[config.mk]
export PLATFORM = sky130hd
export DESIGN_NAME = inside_multi
export DESIGN_NICKNAME = d
export VERILOG_FILES = /design/src/rtl/inside_multi.sv
export SDC_FILE = /design/constraint.sdc
export NUM_CORES = 1
export LEC_CHECK = 0
export CAP_MARGIN = 20
export CELL_PAD_IN_SITES_DETAIL_PLACEMENT = 1
export CELL_PAD_IN_SITES_GLOBAL_PLACEMENT = 2
export CORE_MARGIN = 4
export CORE_UTILIZATION = 37
export CTS_BUF_LIST = sky130_fd_sc_hd__clkbuf_8 sky130_fd_sc_hd__clkbuf_16
export DETAILED_ROUTE_END_ITERATION = 8
export GPL_TIMING_DRIVEN = 0
export PLACE_DENSITY_LB_ADDON = 0.08
export SYNTH_ARGS = -nofsm -noshare
export SYNTH_HDL_FRONTEND = slang
export SYNTH_SLANG_ARGS = --single-unit
[constraint.sdc]
create_clock -name clk -period 8.2 [get_ports clk]
set_input_delay 1.23 -clock clk [delete_from_list [all_inputs] [get_ports clk]]
set_output_delay 1.23 -clock clk [all_outputs]
set_load 0.05 [all_outputs]
[src/rtl/inside_multi.sv]
// inside_multi: tests a device point against K circular anchors, one anchor
// per cycle through a shared 3-stage datapath, then reduces the hits by MODE.
//
// Ports:
//   clk, rst_n  - clock, synchronous active-low reset
//   start       - begin an evaluation (taken only when idle)
//   g_input     - device point {xD, yD}, two's complement, N bits each
//   e_input     - K anchors, anchor k at slice k, packed {xA, yA, rA}
//   busy        - evaluation in progress
//   done        - one-cycle pulse, results valid
//   mask        - per-anchor inside flags
//   count       - number of set mask bits
//   o           - decision: ALL / ANY / at least THRESH
module inside_multi #(
  parameter int N      = 8,
  parameter int K      = 4,
  parameter int MODE   = 0,
  parameter int THRESH = 2
) (
  input  logic                     clk,
  input  logic                     rst_n,
  input  logic                     start,
  input  logic [2*N-1:0]           g_input,
  input  logic [K*(3*N+1)-1:0]     e_input,
  output logic                     busy,
  output logic                     done,
  output logic [K-1:0]             mask,
  output logic [$clog2(K+1)-1:0]   count,
  output logic                     o
);

  localparam int W  = 3 * N + 1;
  localparam int IW = (K > 1) ? $clog2(K) : 1;
  localparam int SW = 2 * N + 2;
  localparam int CW = $clog2(K + 1);

  localparam logic [1:0] S_IDLE  = 2'd0;
  localparam logic [1:0] S_RUN   = 2'd1;
  localparam logic [1:0] S_FLUSH = 2'd2;

  localparam logic [IW-1:0] LAST = IW'(K - 1);

  logic [1:0]         state;
  logic [IW-1:0]      idx;
  logic [2*N-1:0]     g_q;
  logic [K*W-1:0]     e_q;

  // stage 1 registers
  logic               v1;
  logic               l1;
  logic [IW-1:0]      i1;
  logic [N:0]         dx1;
  logic [N:0]         dy1;
  logic [N:0]         ra1;

  // stage 2 registers
  logic               v2;
  logic               l2;
  logic [IW-1:0]      i2;
  logic [SW-1:0]      s2;
  logic [SW-1:0]      r22;

  // issue-side combinational
  logic [W-1:0]       anc;
  logic [N-1:0]       xa;
  logic [N-1:0]       ya;
  logic [N:0]         ra;
  logic [N-1:0]       xd;
  logic [N-1:0]       yd;
  logic [N:0]         dx_n;
  logic [N:0]         dy_n;

  // stage 2 combinational
  logic [SW-1:0]      dxe;
  logic [SW-1:0]      dye;
  logic [SW-1:0]      rae;
  logic [SW-1:0]      s_n;
  logic [SW-1:0]      r2_n;

  // stage 3 combinational
  logic               hit;
  logic [K-1:0]       mask_n;
  logic [CW-1:0]      cnt_n;
  logic               o_n;

  assign busy = (state != S_IDLE);

  always_comb begin
    anc = '0;
    for (int k = 0; k < K; k++) begin
      if (idx == IW'(k)) anc = e_q[k*W +: W];
    end
  end

  assign xa = anc[3*N:2*N+1];
  assign ya = anc[2*N:N+1];
  assign ra = anc[N:0];
  assign xd = g_q[2*N-1:N];
  assign yd = g_q[N-1:0];

  // one extra bit makes the difference exact
  assign dx_n = {xd[N-1], xd} - {xa[N-1], xa};
  assign dy_n = {yd[N-1], yd} - {ya[N-1], ya};

  // sign-extended squares: low SW bits are exact and non-negative
  assign dxe  = {{(N+1){dx1[N]}}, dx1};
  assign dye  = {{(N+1){dy1[N]}}, dy1};
  assign rae  = {{(N+1){1'b0}}, ra1};
  assign s_n  = dxe * dxe + dye * dye;
  assign r2_n = rae * rae;

  assign hit = (s2 <= r22);

  always_comb begin
    mask_n = mask;
    for (int k = 0; k < K; k++) begin
      if (v2 && i2 == IW'(k)) mask_n[k] = hit;
    end
  end

  always_comb begin
    cnt_n = '0;
    for (int k = 0; k < K; k++) begin
      cnt_n = cnt_n + CW'(mask_n[k]);
    end
  end

  always_comb begin
    o_n = 1'b0;
    if (MODE == 0) begin
      o_n = (int'(cnt_n) == K);
    end else if (MODE == 1) begin
      o_n = (cnt_n != '0);
    end else begin
      o_n = (int'(cnt_n) >= THRESH);
    end
  end

  always_ff @(posedge clk) begin
    if (!rst_n) begin
      state <= S_IDLE;
      idx   <= '0;
      g_q   <= '0;
      e_q   <= '0;
      v1    <= 1'b0;
      l1    <= 1'b0;
      i1    <= '0;
      dx1   <= '0;
      dy1   <= '0;
      ra1   <= '0;
      v2    <= 1'b0;
      l2    <= 1'b0;
      i2    <= '0;
      s2    <= '0;
      r22   <= '0;
      done  <= 1'b0;
      mask  <= '0;
      count <= '0;
      o     <= 1'b0;
    end else begin
      done <= 1'b0;

      unique case (state)
        S_IDLE: begin
          if (start) begin
            g_q   <= g_input;
            e_q   <= e_input;
            mask  <= '0;
            idx   <= '0;
            state <= S_RUN;
          end
        end
        S_RUN: begin
          if (idx == LAST) begin
            state <= S_FLUSH;
          end else begin
            idx <= idx + 1'b1;
          end
        end
        S_FLUSH: begin
          if (v2 && l2) state <= S_IDLE;
        end
        default: state <= S_IDLE;
      endcase

      v1  <= (state == S_RUN);
      l1  <= (state == S_RUN) && (idx == LAST);
      i1  <= idx;
      dx1 <= dx_n;
      dy1 <= dy_n;
      ra1 <= ra;

      v2  <= v1;
      l2  <= v1 && l1;
      i2  <= i1;
      s2  <= s_n;
      r22 <= r2_n;

      if (v2) begin
        mask <= mask_n;
        if (l2) begin
          count <= cnt_n;
          o     <= o_n;
          done  <= 1'b1;
        end
      end
    end
  end

endmodule

==> results.json, run 1 <==
{
  "status": "finished clean",
  "p_sw_share_pct": 44.3,
  "seq_area_frac_synth_pct": 25.2,
  "rows": 75,
  "fin_setup_tns_ns": 0,
  "max_freq_mhz": 153,
  "startpoint_type": "flip-flop",
  "pwr-share-seq_pct": 22.7,
  "overflow": 0,
  "ys_warn_count": 0,
  "routedWlPerCell_microns": 17.5,
  "clock_latency_ns": 0.45,
  "tightest_slew_ns": 0.875,
  "finalCritPeriodShare_pct": 79.7,
  "grt_setup_unrepaired": "no",
  "synth_top_cell_by_area": "dfxtp_1",
  "post-cts-setup-buffer-count": 0,
  "grt_pass1_vias": 13700,
  "synth_area_sq_um": 15800,
  "syn_to_final_growth_pct": 15.7,
  "gp_congestion": 0.824,
  "post-synth-top-area-fraction_pct": 25.2,
  "hold_depth": 1,
  "grt_first_pass_wirelength_microns": 73300,
  "finalSetupViolCount": 0,
  "worst_slack_ns": 1.66,
  "pwr-share-clk_pct": 15.8,
  "diodes": 0,
  "final_util_pct": 43.5,
  "core_area_sq_um": 42100,
  "antenna_found_initial": 0,
  "synth_area_per_cell_sq_um": 8.43,
  "cts_buffers": 17,
  "maxCapViolations": 0,
  "p_switching_mw": 2.20,
  "io_buffers": 128,
  "dr.pass1.iters": 5,
  "cts-root-buf": "clkbuf_16",
  "worst_ep_arrival_time_ns": 6.86,
  "cts_tree": "yes",
  "cp_data_required_time_ns": 8.53,
  "cp_max_fo": 10,
  "power_density_nw_per_um2": 271,
  "h-tree-depth": 4,
  "skew_ns": 0.0112,
  "yosysUniqueCellTypes": 56,
  "ys_top_cells_by_area": "dfxtp_1 25%, fa_1 22%, ha_1 12%, nand2_1 8.3%, inv_1 6.6%",
  "worstHoldPathType": "reg2reg",
  "yosys.area_share.simple_pct": 17.6,
  "cts_hold_buf": 0,
  "drc": 0,
  "share_comb_of_total_power_pct": 61.4,
  "layout_commonest_cell": "nand2_1",
  "finalHoldViolations": 0,
  "synth_xor_area_share_pct": 2.80,
  "relSlewSlack_pct": 41.7,
  "leakagePower_nw": 8.41,
  "die_height_microns": 215,
  "synth_fa_ha_area_share_pct": 34.0,
  "slew_viol_final": 0,
  "viasPerCell": 4.84,
  "synth-compound-area-share_pct": 10.6,
  "p_total_mw": 4.97,
  "r2r_cells": 18,
  "drive_gt1_share_pct": 2.50,
  "dp_slack_ns": 1.53,
  "synth_seq_cells": 199,
  "synth_flop_cell": "dfxtp_1",
  "post_cts_resized": 0,
  "initial_core_util_pct": 37.6,
  "via_count": 12500,
  "die_w_microns": 215,
  "grt_max_degree": 17,
  "min_period_ns": 6.54,
  "synth_edf_count": 0,
  "design_area_sq_um": 18300,
  "path_clk_slew_ns": 0.07,
  "ir_drop_mv": 0.210,
  "synthCells": 1877,
  "critPathKind": "reg2reg",
  "cp-end-kind": "flip-flop",
  "internal-power_mw": 2.77,
  "final_antenna_net_count": 0,
  "track_usage_pct": 20.0,
  "synth_top_family_by_area": "adder cells",
  "wirelength_microns": 45000,
  "cts.sinks": 199,
  "final_cell_mix": "352 x nand2_1, 281 x inv_1, 201 x a21oi_1",
  "muxShareOfSynthArea_pct": 1.15,
  "synth-async-reset-ratio_pct": 0,
  "ctsLongestPathBuffers": 2,
  "final_nets": 2468,
  "synth_nets": 2321,
  "dieArea_sq_um": 46200,
  "drt-initial-drc-count": 425,
  "dpl.hpwl_microns": 38100,
  "io_pins": 129,
  "place_area_sq_um": 17800
}
==> layer usage <==
| layer | wire, microns | GRT usage [%] | vias to the layer above |
|---|---|---|---|
| met4 | 702 | 4.84 | 0 |
| met5 | 0 | 0 | - |
| met3 | 1120 | 2.49 | 33 |
| met2 | 21400 | 34.1 | 120 |
| li1 | - | - | 6185 |
| met1 | 21700 | 27.2 | 6120 |
==> power groups by stage <==
stage          clock network, mW  logic, mW  registers, mW
2_1_floorplan                  0       2.20           1.12
3_3_place_gp                   0       3.06           1.15
3_5_place_dp                   0       3.08           1.15
4_1_cts                    0.812       3.13           1.13
5_1_grt                    0.850       3.51           1.14
6_report                   0.786       3.05           1.13
==> per-stage QoR <==
stage                     hold slack, ns  std cells
after detailed placement           0.429       2544
after CTS                          0.439       2576
after global routing               0.446       2576
after floorplan                    0.412       1877
after global placement             0.420       2544
final                              0.435       2576
==> Yosys cell counts (all sizes together) (16+ instances only) <==
cell type	count
dfxtp	199
nor2	87
ha	150
a21oi	202
nand3b	16
nor2b	17
and2	71
xnor2	32
o21ai	45
nand2	352
inv	278
fa	175
xor2	16
nand3	16
mux2i	16
buf	18
nor3	21
clkbuf	67
==> registers in the layout (all words and copies together) (netlist names), 3 cells and up <==
signal	count
s2	18
dy1	9
dx1	9
r22	17
count	3
g_q	16
ra1	9
e_q	100
mask	4
==> critical path, stage by stage (launching register included) <==
cell and delay (ns):
dfxtp_1 0.60, clkbuf_1 0.41, nand2_1 0.24, fa_1 0.68, inv_1 0.13, fa_1 0.62, inv_1 0.12, fa_1 0.46
fa_1 0.52, fa_1 0.55, inv_1 0.06, fa_1 0.54, ha_1 0.16, xor2_1 0.22, xnor2_1 0.16, xnor3_1 0.25
xnor2_1 0.41, xor2_1 0.22, nor2_1 0.05
==> worst paths after layout <==
check                 to  slack [ns]   start
setup / recovery  s2[17]        1.66  dy1[8]
hold / removal     i2[1]        0.44   i1[1]
setup reg to reg  s2[17]        1.66  dy1[8]
hold reg to reg    i2[1]        0.44   i1[1]
==> final cells by class <==
type	instances	area [sq um]
fill	5046	23800
multi-input combinational	1314	10500
sequential	199	3980
timing repair buffer	128	1280
inverter	279	1050
tap	539	674
clock buffer	18	439
buffer	85	333
clock inverter	14	87.6
==> cells by family after synthesis <==
logic type               Yosys count
adder cells (fa/ha/maj)          325
flip-flops                       199
buffers and inverters            364
multiplexers                      18
AO/OA/AOI/OAI                    301
AND/OR/NAND/NOR                  621
XOR/XNOR                          49
(Power assumes the default switching activity.)
==> run 2: changes to the inputs <==
Settings changed: CORE_UTILIZATION 37 to 33.
Clock period 8.2 ns to 5.65 ns, I/O delays scaled along.
==> results.json, run 2 (synthesis gave the netlist of run 1 again) <==
{
  "worst_slack_ns": -0.0719,
  "routedWlPerCell_microns": 17.5,
  "drc": 0,
  "slew_viol_final": 0,
  "ctsLongestPathBuffers": 2,
  "rows": 79,
  "path_clk_slew_ns": 0.07,
  "die_w_microns": 227,
  "wl_met1_microns": 22800,
  "maxCapViolations": 0,
  "layout_commonest_cell": "nand2_1",
  "wl_met2_microns": 22200,
  "worstPathCellList": "clkbuf_16 > buf_4 > and2_1 > inv_1 > fa_1 > inv_1 > fa_1 > fa_1 > fa_1 > fa_1 > fa_1 > ha_1 > ha_4 > nand3_2 > o211ai_1 > o41ai_2 > buf_4 > a21oi_4 > xnor2_2 > nor2_1",
  "cp_data_required_time_ns": 5.99,
  "violations": "negative setup slack",
  "leakagePower_nw": 8.64,
  "drt-initial-drc-count": 485,
  "finalCritPeriodShare_pct": 101,
  "finalSetupViolCount": 3,
  "io_pins": 129,
  "dieArea_sq_um": 51500,
  "grt_first_pass_wirelength_microns": 74900,
  "drive_gt1_share_pct": 8.58,
  "final_cell_mix": "344 x nand2_1, 266 x inv_1, 199 x a21oi_1",
  "largestRegisters": "e_q (100), s2 (18), r22 (17)",
  "antenna_found_initial": 0,
  "track_usage_pct": 18.8,
  "dr_wl_met3_microns": 1100,
  "syn_to_final_growth_pct": 21.2,
  "clock_latency_ns": 0.48,
  "path_buf_inv": 5,
  "io_buffers": 128,
  "cp_slowest_cell": "fa_1",
  "highest_layer": "met4",
  "status": "finished with violations",
  "dr.pass1.iters": 4,
  "worstHoldPathType": "reg2reg",
  "relSlewSlack_pct": 45.4,
  "cp_max_fo": 6,
  "gp_congestion": 0.842,
  "max_freq_mhz": 175,
  "ir_drop_mv": 0.400,
  "diodes": 0,
  "min_period_ns": 5.72,
  "final_antenna_net_count": 0,
  "largest_register_ffs": 100,
  "h-tree-depth": 4,
  "power_density_nw_per_um2": 429,
  "cts.sinks": 199,
  "cts-root-buf": "clkbuf_16",
  "final_util_pct": 40.9,
  "skew_ns": 0.0159,
  "slowest_delay_ns": 0.59,
  "cp-end-kind": "flip-flop",
  "core_area_sq_um": 47000,
  "dp_slack_ns": -0.941,
  "crit_family": "adder cells",
  "finalHoldViolations": 0,
  "startpoint_type": "flip-flop",
  "cp_common_cell": "fa_1",
  "grt_pass1_vias": 13800,
  "tightest_slew_ns": 0.818,
  "cts_buffers": 17,
  "nFillCells": 5549,
  "via_count": 12600,
  "overflow": 0,
  "initial_core_util_pct": 33.7,
  "grt_max_degree": 18,
  "cts_tree": "yes",
  "grt_setup_unrepaired": "yes",
  "viasPerCell": 4.72,
  "dpl.hpwl_microns": 39000,
  "largest-register": "e_q",
  "critPathKind": "reg2reg",
  "die_height_microns": 227,
  "final_nets": 2493,
  "wirelength_microns": 46700,
  "worst_ep_arrival_time_ns": 6.07
}
run 2: changes by cell type in the layout (fill, tap and decap cells not counted), sizes merged:
| cell | previous run | this run |
|---|---|---|
| buf | 18 | 52 |
| inv | 285 | 284 |
| clkbuf | 85 | 77 |
| clkinv | 7 | 5 |
| clkinvlp | 1 | 3 |
run 2: stage by stage:
stage,hold WS (ns),TNS (ns),cell area [sq um],cells,power [mW]
after floorplan,0.412,0,15800,1877,4.82
after global placement,0.420,-5.61,17900,2612,6.16
after detailed placement,0.426,-6.30,17900,2612,6.19
after CTS,0.441,-0.954,18900,2659,7.92
after global routing,0.476,-1.52,19200,2669,9.05
final,0.435,-0.142,19200,2669,8.23
run 2: repair_timing:
item | in CTS | in global routing
setup buffers | 20 | 11
hold buffers | 0 | 0
pin swaps | 26 | 38
resized for setup | 107 | 49
setup endpoints to repair | 11 | 7
run 2: per-layer routing:
layer | global-route usage (%) | vias to the layer above
met2 | 31.8 | 110
met1 | 25.7 | 6220
met3 | 3.07 | 30
met4 | 4.08 | 0
li1 | - | 6236
met5 | 0 | -
run 2: final cells by class:
class	instances	area, sq um	area share [%]
inverters	279	1050	5.48
flip-flops and latches	199	4040	21.0
repair buffers	156	1510	7.86
well taps	607	759	3.96
clock inverters	13	95.1	0.496
plain buffers	82	493	2.57
clock buffers	19	453	2.36
multi-input cells	1314	10800	56.2
run 2: power breakdown:
group	switching [mW]	total (mW)	internal, mW
Clock	0.608	1.20	0.592
Combinational	2.95	5.38	2.42
Sequential	0.0994	1.65	1.55
run 2: worst paths after layout:
kind | slack, ns | end | from | cells past startpoint
max | -0.07 | s2[16] | dy1[2] | 20
min | 0.44 | i2[1] | i1[1] | 1
max reg2reg | -0.07 | s2[16] | dy1[2] | 20
min reg2reg | 0.44 | i2[1] | i1[1] | 1
